### src/rtl/ddc_fifo_reader.sv
// Drains paired left/right DDC sample FIFOs into a framed stream: header word, then FRAME_SETS sets of L_i, L_q, R_i, R_q.
// Build option DDC_RD_ROUND_EN selects round-half-up with positive saturation instead of plain truncation.
//
// state   | meaning
// IDLE    | waiting until both FIFOs hold data
// HDR     | presenting the frame header word
// FETCH   | paired read strobe as soon as both FIFOs are non-empty
// LATCH   | FIFO dout valid; capture all four words
// SEND    | presenting the four held words in order
module ddc_fifo_reader #(
  parameter int DATA_WIDTH = 34,
  parameter int OUT_WIDTH  = 32,
  parameter int FRAME_SETS = 4
) (
  input  logic                  rd_clk,
  input  logic                  rst,
  input  logic                  empty_L,
  input  logic                  empty_R,
  input  logic [DATA_WIDTH-1:0] din_L_i,
  input  logic [DATA_WIDTH-1:0] din_L_q,
  input  logic [DATA_WIDTH-1:0] din_R_i,
  input  logic [DATA_WIDTH-1:0] din_R_q,
  output logic                  rd_en_L,
  output logic                  rd_en_R,
  output logic [OUT_WIDTH-1:0]  m_data,
  output logic                  m_valid,
  input  logic                  m_ready,
  output logic                  m_sof,
  output logic                  m_eof
);

  localparam int        SH       = DATA_WIDTH - OUT_WIDTH;
  localparam logic [7:0] LAST_SET = 8'(FRAME_SETS - 1);

  typedef enum logic [2:0] {S_IDLE, S_HDR, S_FETCH, S_LATCH, S_SEND} state_t;

  state_t                r_state;
  state_t                w_state_nxt;
  logic                  w_both_avail;
  logic                  w_last_set;
  logic                  w_rd_en;
  logic [OUT_WIDTH-1:0]  r_m_data;
  logic                  r_m_valid;
  logic                  r_m_sof;
  logic                  r_m_eof;
  logic [15:0]           r_frame_cnt;
  logic [7:0]            r_set_cnt;
  logic [1:0]            r_idx;
  logic [OUT_WIDTH-1:0]  r_hold [4];

`ifdef DDC_RD_ROUND_EN
  localparam logic [DATA_WIDTH:0] RND = (DATA_WIDTH+1)'(1) << (SH - 1);

  // One guard bit above the sign catches the only possible overflow: rounding up past max positive.
  function automatic logic [OUT_WIDTH-1:0] conv(input logic [DATA_WIDTH-1:0] d);
    logic [DATA_WIDTH:0] sum;
    sum = {d[DATA_WIDTH-1], d} + RND;
    if (sum[DATA_WIDTH] != sum[DATA_WIDTH-1])
      conv = {1'b0, {(OUT_WIDTH-1){1'b1}}};
    else
      conv = OUT_WIDTH'(sum >> SH);
  endfunction
`else
  function automatic logic [OUT_WIDTH-1:0] conv(input logic [DATA_WIDTH-1:0] d);
    conv = OUT_WIDTH'($signed(d) >>> SH);
  endfunction
`endif

  assign w_both_avail = !empty_L && !empty_R;
  assign w_last_set   = (r_set_cnt == LAST_SET);

  always_ff @(posedge rd_clk or posedge rst) begin
    if (rst) r_state <= S_IDLE;
    else     r_state <= w_state_nxt;
  end

  always_comb begin
    w_state_nxt = r_state;
    case (r_state)
      S_IDLE:  if (w_both_avail) w_state_nxt = S_HDR;
      S_HDR:   if (m_ready) w_state_nxt = S_FETCH;
      S_FETCH: if (w_both_avail) w_state_nxt = S_LATCH;
      S_LATCH: w_state_nxt = S_SEND;
      S_SEND:  if (m_ready && r_idx == 2'd3) w_state_nxt = w_last_set ? S_IDLE : S_FETCH;
      default: w_state_nxt = S_IDLE;
    endcase
  end

  always_comb begin
    w_rd_en = (r_state == S_FETCH) && w_both_avail;
  end

  assign rd_en_L = w_rd_en;
  assign rd_en_R = w_rd_en;

  // Stream registers are loaded on the edge entering each presenting state so m_* stay registered.
  always_ff @(posedge rd_clk or posedge rst) begin
    if (rst) begin
      r_m_data    <= '0;
      r_m_valid   <= 1'b0;
      r_m_sof     <= 1'b0;
      r_m_eof     <= 1'b0;
      r_frame_cnt <= '0;
      r_set_cnt   <= '0;
      r_idx       <= '0;
      for (int k = 0; k < 4; k++) r_hold[k] <= '0;
    end else begin
      case (r_state)
        S_IDLE: begin
          if (w_both_avail) begin
            r_m_data  <= OUT_WIDTH'({16'hDDC0, r_frame_cnt});
            r_m_valid <= 1'b1;
            r_m_sof   <= 1'b1;
          end
        end
        S_HDR: begin
          if (m_ready) begin
            r_m_valid <= 1'b0;
            r_m_sof   <= 1'b0;
          end
        end
        S_LATCH: begin
          r_hold[0] <= conv(din_L_i);
          r_hold[1] <= conv(din_L_q);
          r_hold[2] <= conv(din_R_i);
          r_hold[3] <= conv(din_R_q);
          r_m_data  <= conv(din_L_i);
          r_m_valid <= 1'b1;
          r_idx     <= 2'd0;
        end
        S_SEND: begin
          if (m_ready) begin
            if (r_idx == 2'd3) begin
              r_m_valid <= 1'b0;
              r_m_eof   <= 1'b0;
              if (w_last_set) begin
                r_set_cnt   <= '0;
                r_frame_cnt <= r_frame_cnt + 16'd1;
              end else begin
                r_set_cnt <= r_set_cnt + 8'd1;
              end
            end else begin
              r_idx    <= r_idx + 2'd1;
              r_m_data <= r_hold[r_idx + 2'd1];
              r_m_eof  <= (r_idx == 2'd2) && w_last_set;
            end
          end
        end
        default: ;
      endcase
    end
  end

  assign m_data  = r_m_data;
  assign m_valid = r_m_valid;
  assign m_sof   = r_m_sof;
  assign m_eof   = r_m_eof;

endmodule
### config.mk
export PLATFORM = sky130hd
export DESIGN_NAME = ddc_fifo_reader
export DESIGN_NICKNAME = d
export VERILOG_FILES = /design/src/rtl/ddc_fifo_reader.sv
export SDC_FILE = /design/constraint.sdc
export NUM_CORES = 1
export LEC_CHECK = 0
export BUFFER_PORTS_ARGS = -buffer_cell sky130_fd_sc_hd__buf_4
export CAP_MARGIN = 25
export CORE_ASPECT_RATIO = 2
export CORE_MARGIN = 1
export CORE_UTILIZATION = 45
export DETAILED_ROUTE_END_ITERATION = 8
export PLACE_DENSITY_LB_ADDON = 0.12
export SLEW_MARGIN = 30
export SYNTH_ARGS = -nofsm -noshare
export SYNTH_HDL_FRONTEND = slang
export SYNTH_SLANG_ARGS = --single-unit
### constraint.sdc
create_clock -name rd_clk -period 13.11 [get_ports rd_clk]
set_input_delay 0 -clock rd_clk [delete_from_list [all_inputs] [get_ports rd_clk]]
set_output_delay 0 -clock rd_clk [all_outputs]
set_load 0.02 [all_outputs]
==> impl_metrics.yaml, run 1 <==
timing:
  slew-limit-headroom_pct: 46.00
  timing.final.crit_period_ns: 3.263
  finClkSkew_ns: 0.01127
  final_max_slew_viol_count: 0
  timing_worst_slew_pin_value_ns: 0.8100
  finalSetupViolCount: 0
  period_share_pct: 24.89
  fmax_ghz: 0.3065
  finalSetupTns_ns: 0
  finalHoldViolations: 0
  grt_setup_unrepaired: "no"
clock_network:
  post_cts.resized_instances: 0
  clk_transition_reported_paths_ns: 0.07
  clock_latency_ns: 0.44
  cts.htree.levels: 4
  cts_buffers: 17
  cts_tree: "built"
  cts_buffer_depth: 2
  clockRootBuffer: "clkbuf_16"
  cts_num_sinks: 192
  post-cts-setup-buffers: 0
  hold_buffers: 132
synth:
  synth-edff-count: 0
  synth_warnings: 0
  postSynth.asyncResetShare_pct: 100.0
  synth.area.mux_share_pct: 11.58
  synthAdderAreaFrac_pct: 0.5501
  synth-simple-area-share_pct: 24.33
  synth_area_in_compound_gates_pct: 4.786
  ys_ff_latch: 192
  synth_xor_area_share_pct: 1.925
  syn_nets: 1113
  dominant_combinational_cell_family_by_area_after_synthesis: "simple AND/OR/NAND/NOR gates"
  synth_top_flop_cell: "dfrtp_1"
  synthDistinctLibCells: 44
  synth_sequential_area_ratio_pct: 52.81
  synthCells: 968
  synth.cell_area_mm2: 0.009097
  synthesis.area_per_instance_um2: 9.398
run_status:
  run_status: "finished clean"
global_route:
  gr-usage-met1_pct: 29.70
  wire_length_of_the_first_global_routing_pass_mm: 39.94
  globalRoute.busiestLayer: "met2"
  grt_use_met3_pct: 3.511
  grt_antenna_before_repair: 0
  grt_max_degree: 104
  met2_usage_pct: 45.10
  global_route.usage.total_pct: 25.25
  first_global_vias: 8086
  gr-total-overflow: 0
power_and_ir_drop:
  power.share.sequential_pct: 40.4
  power.density_cell_area_mw_per_mm2: 192.5
  power.static_leakage_nw: 6.282
  worst_ir_drop_vdd_mv: 0.1290
  p_int_w: 0.001514
  power_frac_comb_pct: 37.7
  switching_share_pct: 36.61
  clock_power_share_pct: 21.9
  power.total_w: 0.002389
  total_switching_power_w: 0.0008745
floorplanning:
  ios: 178
  dieArea_mm2: 0.02082
  die_w_um: 102.5
  placementRows: 73
  floorplan.core_area_mm2: 0.01982
  fp.dieH_um: 203.1
  initial_core_util_pct: 45.90
routing:
  firstDrtPassIters: 5
  antenna_left: 0
  vias: 7672
  drt_iter0_markers: 393
  route.final.wire_length_mm: 24.71
  detail_route.drc_violations: 0
  wire_per_inst_um: 16.42
  via_density_per_instance: 5.098
cells_and_area:
  register_area_mm2: 0.004805
  final_nets: 1376
  layout-drive-gt1-share_pct: 21.64
  stdcell_area_mm2: 0.01241
  mostFrequentLayoutCell: "nand2_1"
  areaGrowthSynthToFinish_pct: 36.42
  mostFrequentLayoutCells: "nand2_1, dfrtp_1, buf_4"
  diode_insertion_count_for_antenna_repair: 0
  multiInputGateArea_mm2: 0.003964
  nFillCells: 1696
setup_path:
  timing.setup.critical_path_class: "reg2reg"
  crit_required_ns: 13.43
  endpoint_of_the_most_critical_register_to_register_path: "m_data[23]"
  critical_path.reg2reg.startpoint: "r_state[2]"
  r2r_cells: 6
  reg2reg_setup_slack_ns: 9.85
  startpoint_type: "flip-flop"
  endpoint_kind: "flip-flop"
  crit_path_max_fanout: 70
  arrival_ns: 3.59
run:
  max_cap_violations: 0
hold_path:
  type_of_the_worst_min_delay_path: "in2async"
place:
  hpwl_after_detailed_placement_mm: 15.33
  port_buf_inserts: 169
  routability_congestion: 0.8181
  placed_area_mm2: 0.01051
cells in the mapped netlist (all sizes together), types with 2 or more instances:
library cell	instances	area share, %
inv	8	0.33
a22oi	16	1.3
mux2	34	4.2
buf	39	2.4
a21oi	4	0.26
xor2	12	1.2
nor3	8	0.44
nor2	10	0.41
ha	4	0.55
nand3	30	1.7
mux2i	49	5.4
nand4bb	2	0.25
nor2b	3	0.21
o221ai	8	0.77
o22ai	2	0.14
nand4	25	1.7
xnor2	8	0.77
o22a	16	1.5
o21ai	5	0.28
dfrtp	192	53
mux4	8	2.0
and3	2	0.14
clkbuf	31	1.3
nand2	431	18
nor4	6	0.69
nand2b	2	0.14
area by class of cell:
type                            instances  share of cell area [%]
Sequential cell                       192                   38.71
Inverter                                8                  0.3024
Timing Repair Buffer                  314                   21.72
Clock buffer                           17                   3.428
Tap cell                              262                   2.641
Multi-Input combinational cell        698                   31.94
Clock inverter                         14                   1.260
stage by stage:
stage                     utilization [%]  hold WS, ns  instances  worst slack, ns
after floorplan                         -      0.08962        968            7.883
after global placement              52.98       0.1737       1342            9.808
after detailed placement            53.01       0.1768       1342            9.812
after CTS                           62.62       0.2666       1505            9.795
after global routing                62.62       0.2948       1505            9.560
final                               62.62       0.2262       1505            9.847
critical path, cell delays in order (launching register included):
cell and delay (ns):
dfrtp_1 0.55, and3b_4 0.58, buf_4 0.63, buf_4 0.62, or2_2 0.35, nand3_1 0.11, mux2_2 0.26
registers in the layout, summed over array words and instances, names as in the netlist:
name	cells
r_idx	2
r_set_cnt	8
r_state	3
m_eof	1
m_valid	1
m_sof	1
m_data	32
r_hold	128
r_frame_cnt	16
cell families after synthesis:
logic type / count (synthesis)
buffers and inverters: 78
xor gates and xnor gates: 20
muxes: 91
AOI/OAI and AO/OA: 56
and+or+nand+nor: 527
adders and majority gates: 4
DFF: 192
power groups by stage:
stage                     clock network (W)  registers [W]  logic (W)
after detailed placement                  0       0.000977   0.000877
after global placement                    0       0.000968   0.000862
final                              0.000523       0.000966   0.000900
after floorplan                           0       0.000959   0.000628
after global routing               0.000554       0.000996    0.00101
after CTS                          0.000533       0.000967   0.000912
layer usage:
metal	up-vias	wire [µm]	share of wire, %
met5	-	0	0
li1	3722	-	-
met1	3724	9870	40
met4	0	642	2.6
met2	191	13220	54
met3	35	973	3.9
how the worst max path moves through the flow:
stage	depth (start not counted)	slack, ns	start	endpoint
finish	6	9.85	r_state[2]	m_data[23]
global route	6	9.56	r_state[2]	m_data[24]
CTS	6	9.80	r_state[2]	m_data[23]
detailed placement	6	9.81	r_state[2]	m_data[23]
global placement	6	9.81	r_state[2]	m_data[23]
floorplan	1	7.88	rst	m_data[0]
No activity file was read; power rests on OpenSTA's default activity.
==> run 2: changes to the inputs <==
clock period = 3.18 ns   (was 13.11 ns; I/O delays follow)
==> impl_metrics.yaml, run 2 (synthesis results as in run 1) <==
routing:
  firstDrtPassIters: 5
  detail_route.drc_violations: 0
  drt_iter0_markers: 327
  wire_per_inst_um: 16.77
  via_density_per_instance: 5.158
  route.final.wire_length_mm: 25.35
  vias: 7794
  antenna_left: 0
floorplanning:
  floorplan.core_area_mm2: 0.01982
  initial_core_util_pct: 45.90
  ios: 178
  placementRows: 73
  fp.dieH_um: 203.1
  dieArea_mm2: 0.02082
  die_w_um: 102.5
timing:
  slew-limit-headroom_pct: 50.71
  timing_worst_slew_pin_value_ns: 0.7394
  timing.final.crit_period_ns: 2.290
  fin_worst_hold_slack_ns: 0.08677
  period_share_pct: 72.02
  grt_setup_unrepaired: "no"
  finClkSkew_ns: 0.01468
  finalSetupViolCount: 0
  final_max_slew_viol_count: 0
  finalSetupTns_ns: 0
  finalHoldViolations: 0
  fmax_ghz: 0.4367
power_and_ir_drop:
  worst_ir_drop_vdd_mv: 0.6525
  p_int_w: 0.006336
  power.share.sequential_pct: 40.1
  power.total_w: 0.009971
  power_frac_comb_pct: 38.0
  switching_share_pct: 36.45
  power.density_cell_area_mw_per_mm2: 795.3
  clock_power_share_pct: 21.9
  power.static_leakage_nw: 6.335
  total_switching_power_w: 0.003635
global_route:
  globalRoute.busiestLayer: "met2"
  gr-total-overflow: 0
  grt_max_degree: 106
  first_global_vias: 8176
  gr-usage-met1_pct: 29.82
  wire_length_of_the_first_global_routing_pass_mm: 40.46
  global_route.usage.total_pct: 25.76
  met2_usage_pct: 45.24
  grt_use_met3_pct: 3.373
  grt_antenna_before_repair: 0
place:
  hpwl_after_detailed_placement_mm: 15.90
  port_buf_inserts: 169
  routability_congestion: 0.7906
hold_path:
  type_of_the_worst_min_delay_path: "in2async"
clock_network:
  post_cts.resized_instances: 0
  post-cts-setup-buffers: 0
  cts_tree: "built"
  cts.htree.levels: 4
  cts_buffer_depth: 2
  clockRootBuffer: "clkbuf_16"
  clk_transition_reported_paths_ns: 0.07
  cts_num_sinks: 192
  clock_latency_ns: 0.44
  hold_buffers: 133
  cts_buffers: 17
setup_path:
  arrival_ns: 2.65
  crit_required_ns: 3.54
  timing.critical_path.slowest_cell_delay_ns: 0.52
  path_cells: "ha_1, and4_1, nand4_1, nor4_1, xor2_1"
  crit_path_max_fanout: 11
  endpoint_kind: "flip-flop"
  path_delay_family: "simple AND/OR/NAND/NOR gates"
  timing.setup.critical_path_class: "reg2reg"
  crit_buf_inv: 0
  startpoint_type: "flip-flop"
  reg2reg_setup_slack_ns: 0.89
  cpMaxStageDelayCell: "nor4_1"
cells_and_area:
  mostFrequentLayoutCells: "nand2_1, dfrtp_1, buf_4"
  largest_register_ff_count: 128
  largest-register: "r_hold"
  diode_insertion_count_for_antenna_repair: 0
  final_nets: 1381
  mostFrequentLayoutCell: "nand2_1"
  nFillCells: 1677
  layout-drive-gt1-share_pct: 21.86
  areaGrowthSynthToFinish_pct: 37.81
run_status:
  run_status: "finished clean"
run:
  max_cap_violations: 0
==> run 2: cell types whose count changed in the layout (fill, tap and decap cells not counted) <==
cell           delta
clkbuf_1          +1
buf_4             -1
inv_8             -2
dlygate4sd3_1     +1
clkinvlp_4        +1
clkbuf_8          +1
clkinv_2          -1
buf_6             -2
inv_6             +1
buf_12            +7
==> run 2: worst reg2reg max path: stages, from the launching register on <==
cell     delay, ns
dfrtp_1       0.47
ha_1          0.33
and4_1        0.22
nand4_1       0.50
nor4_1        0.52
xor2_1        0.17
==> run 2: worst paths after layout <==
path	end	startpoint	cells past startpoint
setup / recovery	r_frame_cnt[15]	r_idx[0]	5
hold / removal	r_hold[120]	rst	3
setup reg to reg	r_frame_cnt[15]	r_idx[0]	5
hold reg to reg	r_hold[6]	r_hold[6]	2
max in group asynchronous	r_hold[42]	rst	4
min in group rd_clk	r_hold[4]	din_R_q[6]	4
==> run 2: metal layers <==
metal | up-vias | wire length [µm]
met1 | 3790 | 10160
met4 | 0 | 1056
met2 | 201 | 13270
li1 | 3745 | -
met5 | - | 0
met3 | 58 | 867
==> run 2: metrics by stage <==
stage	cell area, µm²	cells	utilization (%)	worst slack (ns)
final	12540	1511	63.25	0.8899
after global routing	12540	1511	63.25	0.6956
after CTS	12540	1511	63.25	0.8776
after detailed placement	10610	1346	53.55	0.8787
after global placement	10610	1346	53.55	0.9454
after floorplan	9101	968	-	0.7036
==> run 2: power groups by stage <==
| stage | combinational [W] | sequential, W | clock [W] |
|---|---|---|---|
| detailed placement | 0.00368 | 0.00403 | 0 |
| global route | 0.00423 | 0.00412 | 0.00232 |
| CTS | 0.00384 | 0.00399 | 0.00222 |
| global placement | 0.00363 | 0.00399 | 0 |
| floorplan | 0.00259 | 0.00395 | 0 |
| finish | 0.00379 | 0.00400 | 0.00219 |
==> run 2: area by class of cell <==
| cell class | count | area (µm²) | area share, % |
|---|---|---|---|
| Multi-Input combinational cell | 698 | 3964 | 31.62 |
| Inverter | 8 | 33.78 | 0.2695 |
| Timing Repair Buffer | 319 | 2815 | 22.46 |
| Tap cell | 262 | 327.8 | 2.615 |
| Sequential cell | 192 | 4805 | 38.32 |
| Clock inverter | 13 | 148.9 | 1.188 |
| Clock buffer | 19 | 442.9 | 3.533 |
